===== config.mk =====
export PLATFORM = sky130hd
export DESIGN_NAME = ssp_rx_deserializer_fifo
export DESIGN_NICKNAME = d
export VERILOG_FILES = /design/src/rtl/ssp_rx_deserializer_fifo.sv
export SDC_FILE = /design/constraint.sdc
export NUM_CORES = 1
export LEC_CHECK = 0
export ABC_AREA = 1
export CAP_MARGIN = 20
export CORE_ASPECT_RATIO = 0.7
export CORE_MARGIN = 2
export CORE_UTILIZATION = 40
export CTS_CLUSTER_DIAMETER = 60
export CTS_CLUSTER_SIZE = 10
export DETAILED_ROUTE_END_ITERATION = 7
export GPL_TIMING_DRIVEN = 0
export PLACE_DENSITY = 0.56
export SETUP_SLACK_MARGIN = 0.1
export SKIP_CTS_REPAIR_TIMING = 1
export SLEW_MARGIN = 20
export SYNTH_ARGS = -nofsm -noshare
export SYNTH_HDL_FRONTEND = slang
export SYNTH_SLANG_ARGS = --single-unit

===== constraint.sdc =====
create_clock -name i_SSPCLKIN -period 2.15 [get_ports i_SSPCLKIN]
set_input_delay 0.43 -clock i_SSPCLKIN [delete_from_list [all_inputs] [get_ports i_SSPCLKIN]]
set_output_delay 0.43 -clock i_SSPCLKIN [all_outputs]
set_load 0.005 [all_outputs]

===== src/rtl/ssp_rx_deserializer_fifo.sv =====
// ssp_rx_deserializer_fifo: frames SSP serial bits into words and buffers them in a small RX FIFO
// drained by valid/ready; flags words lost to a full FIFO with a sticky overrun bit.
module ssp_rx_deserializer_fifo #(
   parameter int DATA_WIDTH = 8,
   parameter bit LSB_FIRST  = 1'b0,
   parameter int FIFO_DEPTH = 4
) (
   input  logic                                 i_SSPCLKIN,
   input  logic                                 i_CLEAR_B,
   input  logic                                 i_SSPFSSIN,
   input  logic                                 i_SSPRXD,
   output logic [DATA_WIDTH-1:0]                o_RXDATA,
   output logic                                 o_RXVALID,
   input  logic                                 i_RXREADY,
   output logic [$clog2(FIFO_DEPTH+1)-1:0]      o_LEVEL,
   output logic                                 o_OVERRUN,
   input  logic                                 i_OVR_CLR
);
   localparam int CW = $clog2(DATA_WIDTH);
   localparam int PW = $clog2(FIFO_DEPTH);
   localparam int LW = $clog2(FIFO_DEPTH+1);
   typedef enum logic {IDLE, SHIFT} state_e;
   state_e                state_q, state_d;
   logic [CW-1:0]         cnt_q, cnt_d, idx;
   logic [DATA_WIDTH-1:0] sr_q, sr_d, word;
   logic [DATA_WIDTH-1:0] mem_q [FIFO_DEPTH];
   logic [PW-1:0]         wr_q, wr_d, rd_q, rd_d;
   logic [LW-1:0]         lvl_q, lvl_d;
   logic                  ovr_q, ovr_d;
   logic                  last, reload, pop, full, accept;
   always_comb begin
      idx     = LSB_FIRST ? CW'(DATA_WIDTH-1) - cnt_q : cnt_q;
      word    = sr_q;
      word[idx] = i_SSPRXD;
      last    = (state_q == SHIFT) && (cnt_q == '0);
      reload  = ((state_q == IDLE) || last) && i_SSPFSSIN;
      state_d = ((state_q == IDLE) || last) ? (i_SSPFSSIN ? SHIFT : IDLE) : SHIFT;
      cnt_d   = reload ? CW'(DATA_WIDTH-1) : ((state_q == SHIFT) && !last) ? cnt_q - 1'b1 : cnt_q;
      // cleared on the push edge so the next word starts from all zeros
      sr_d    = last ? '0 : (state_q == SHIFT) ? word : sr_q;
      pop     = o_RXVALID && i_RXREADY;
      full    = lvl_q == LW'(FIFO_DEPTH);
      accept  = last && (!full || pop);
      wr_d    = wr_q + PW'(accept);
      rd_d    = rd_q + PW'(pop);
      lvl_d   = lvl_q + LW'(accept) - LW'(pop);
      ovr_d   = (last && !accept) || (ovr_q && !i_OVR_CLR);
   end
   always_ff @(posedge i_SSPCLKIN or negedge i_CLEAR_B) begin
      if (!i_CLEAR_B) begin
         state_q <= IDLE;
         cnt_q   <= '0;
         sr_q    <= '0;
         wr_q    <= '0;
         rd_q    <= '0;
         lvl_q   <= '0;
         ovr_q   <= 1'b0;
         for (int i = 0; i < FIFO_DEPTH; i++) mem_q[i] <= '0;
      end else begin
         state_q <= state_d;
         cnt_q   <= cnt_d;
         sr_q    <= sr_d;
         wr_q    <= wr_d;
         rd_q    <= rd_d;
         lvl_q   <= lvl_d;
         ovr_q   <= ovr_d;
         if (accept) mem_q[wr_q] <= word;
      end
   end
   assign o_RXDATA  = mem_q[rd_q];
   assign o_RXVALID = lvl_q != '0;
   assign o_LEVEL   = lvl_q;
   assign o_OVERRUN = ovr_q;
endmodule

==> flow_summary.yaml <==
clocking:
  cts_inserted_buffers: 5
  clk_path_buf_depth: 2
  cts.root.buffer_cell: "clkbuf_8"
  clock_sinks: 52
  cts_tree: "yes"
  path_clk_slew_ps: 100
  h-tree-depth: 2
  clkLatencyLatePin_ps: 310
yosys:
  synth-seq-cells: 52
  synth_area_leaders: "dfrtp_1 50%, nand2_1 20%, o21ai_0 4.1%"
  synth_area_sq_um: 2580
  ys_types: 23
  synth_nets: 316
  synth.avg_cell_area_sq_um: 8.53
  yosysSeqAreaShare: 0.504
  ys_warn_count: 0
  synth.largest_area_cell: "dfrtp_1"
  synth.top_cell.area_share: 0.504
  syn_inst: 303
drt:
  routedWlPerCell_um: 14.9
  detail-route-antenna-nets: 0
  dr_total_vias: 2041
  viasPerCell: 4.87
  postRouteWirelength_mm: 6.25
  drtPass1Iterations: 4
  drtIter0Drc: 112
  drcViolationCount: 0
sta:
  worst_pin_slew_ps: 667
  min_period_ps: 2040
  max_freq_mhz: 490
  fin_worst_skew_ps: 8.14
  rsz0062_at_grt: "true"
  setup_viol: 0
  slew_headroom: 0.555
  hold_violations: 0
  fin_crit_sh: 0.949
  finalMaxSlewViolations: 0
grt:
  gr-total-overflow: 0
  grt_pass1_wl_mm: 10.4
  antenna_found_initial: 0
  grt_max_degree: 53
  grt_use_total: 0.192
  grt_pass1_vias: 1986
finish:
  diodes: 0
  multi_input_area_sq_um: 1230
  register_area_sq_um: 1310
  fin_nets: 353
  drive_gt1_frac: 0.188
  syn2layout_area_growth_pct: 22.6
  fillCellCount: 616
  final_area_sq_um: 3170
  final-instance-count-excl-fill: 419
floorplanning:
  row_count: 24
  die_w_um: 100
  dieArea_sq_um: 7130
  num_io_pins: 19
  initial_utilization: 0.414
  die_h_um: 71.2
  coreArea_sq_um: 6250
setup_path:
  path_class: "flop to flop"
  cp.required_ps: 2370
  slowest_delay_ps: 520
  reg2reg_depth: 11
  worstPathArrival_ps: 2260
  setup.worst_path.end_class: "flop"
  crit_path_top_delay_cell: "fa_2"
  crit_path_max_fanout: 6
  crit_top_cell: "ha_4"
  cp-start-kind: "flop"
  crit_chain: "inv_4, ha_4, nand2_4, nor2_8, nand2_8, ha_4, inv_2, ha_4, inv_2, fa_2, inv_1"
power_and_ir_drop:
  p_leak_uw: 0.00176
  vdd_drop_max_uv: 570
  cellPowerDensity_nw_per_um2: 1510
flow_run:
  drv_cap: 0
placed_design:
  gp_congestion: 0.755
  place_area_sq_um: 2900
  dpl.cell_count: 399
  io_buffers: 18
  hpwl_mm: 4.13
run_status:
  status: "finished clean"
worst_hold_path:
  hold_path_class: "input port to asynchronous set/reset pin"
-- worst paths after layout --
path	endpoint	start	slack [ps]
max	o_LEVEL[1]$_DFF_PN0_	cnt_q[1]$_DFFE_PN0P_	110
min	sr_q[7]$_DFFE_PN0P_	i_CLEAR_B	140
max reg2reg	o_LEVEL[1]$_DFF_PN0_	cnt_q[1]$_DFFE_PN0P_	110
min reg2reg	mem_q[11]$_DFFE_PN0P_	mem_q[11]$_DFFE_PN0P_	480
max in group asynchronous	cnt_q[1]$_DFFE_PN0P_	i_CLEAR_B	1520
min in group i_SSPCLKIN	mem_q[11]$_DFFE_PN0P_	mem_q[11]$_DFFE_PN0P_	480
-- kinds of logic after synthesis --
family	after synthesis	synth area share
AND/OR/NAND/NOR	179	0.317
flip-flops	52	0.504
AO/OA/AOI/OAI	38	0.0901
buffers and inverters	23	0.0392
adder cells (fa/ha/maj)	7	0.0368
XOR/XNOR	4	0.0136
-- cell usage in the layout, fill, tap and decap left out, types with 3 or more instances in the layout --
cell type,instances
buf_4,14
clkbuf_8,5
clkdlybuf4s50_1,9
dfrtp_1,48
dfrtp_2,4
dlymetal6s2s_1,8
ha_1,3
ha_4,3
inv_1,10
inv_2,5
nand2_1,140
nand3_1,7
nand3b_2,4
nor2_1,19
nor2_8,5
o21ai_0,20
o21ai_2,8
o22ai_1,8
-- cell usage after synthesis, drive strengths merged --
| library cell | instances |
|---|---|
| a21boi | 1 |
| buf | 3 |
| clkbuf | 1 |
| dfrtp | 52 |
| fa | 1 |
| ha | 6 |
| inv | 19 |
| nand2 | 143 |
| nand3 | 7 |
| nand3b | 4 |
| nor2 | 25 |
| o21ai | 29 |
| o22ai | 8 |
| xnor2 | 2 |
| xor2 | 2 |
-- critical path: cells and delay by family, from the launching register on --
| kind | cells | cell delay [ps] |
|---|---|---|
| and+or+nand+nor | 3 | 270 |
| adders and majority gates | 4 | 980 |
| DFF | 1 | 470 |
| buffers and inverters | 4 | 220 |
-- power breakdown --
part	leakage, uW	internal, uW	switching, uW	total (uW)
Sequential	0.000661	1400	325	1730
Combinational	0.00105	1050	1300	2350
Clock	0.0000541	345	342	687
Total	0.00176	2800	1970	4770
-- through the flow --
| stage | TNS, ps | worst slack, ps | total power [uW] | utilization | hold slack (ps) |
|---|---|---|---|---|---|
| 3_3_place_gp | -57720 | -1080 | 3870 | 0.464 | 457 |
| 4_1_cts | -3730 | -479 | 4620 | 0.482 | 180 |
| 2_1_floorplan | 0 | 65.3 | 3100 | - | 134 |
| 3_5_place_dp | -1510 | -422 | 3920 | 0.464 | 460 |
| 5_1_grt | 0 | 26.0 | 5200 | 0.507 | 195 |
| 6_report | 0 | 110 | 4770 | 0.507 | 139 |
-- cell type report --
type | instances | area share
clock inverter | 3 | 0.0134
tap | 78 | 0.0308
sequential | 52 | 0.412
timing repair buffer | 31 | 0.0932
inverter | 19 | 0.0273
buffer | 3 | 0.0119
multi-input combinational | 228 | 0.389
clock buffer | 5 | 0.0217
-- registers in the layout, indices dropped and copies added (netlist names) --
signal and count:
cnt_q 3, rd_q 2, mem_q 32, state_q 1, o_OVERRUN 1, wr_q 2, o_LEVEL 3, sr_q 8
-- per-layer routing --
layer / part of all wire / track usage / vias up / wire (um)
li1: - / - / 1042 / -
met1: 0.54 / 0.298 / 976 / 3380
met2: 0.43 / 0.276 / 19 / 2660
met3: 0.025 / 0.0351 / 4 / 157
met4: 0.0078 / 0.0563 / 0 / 49
met5: 0 / 0 / - / 0
Power figures use the tool's default switching activity.
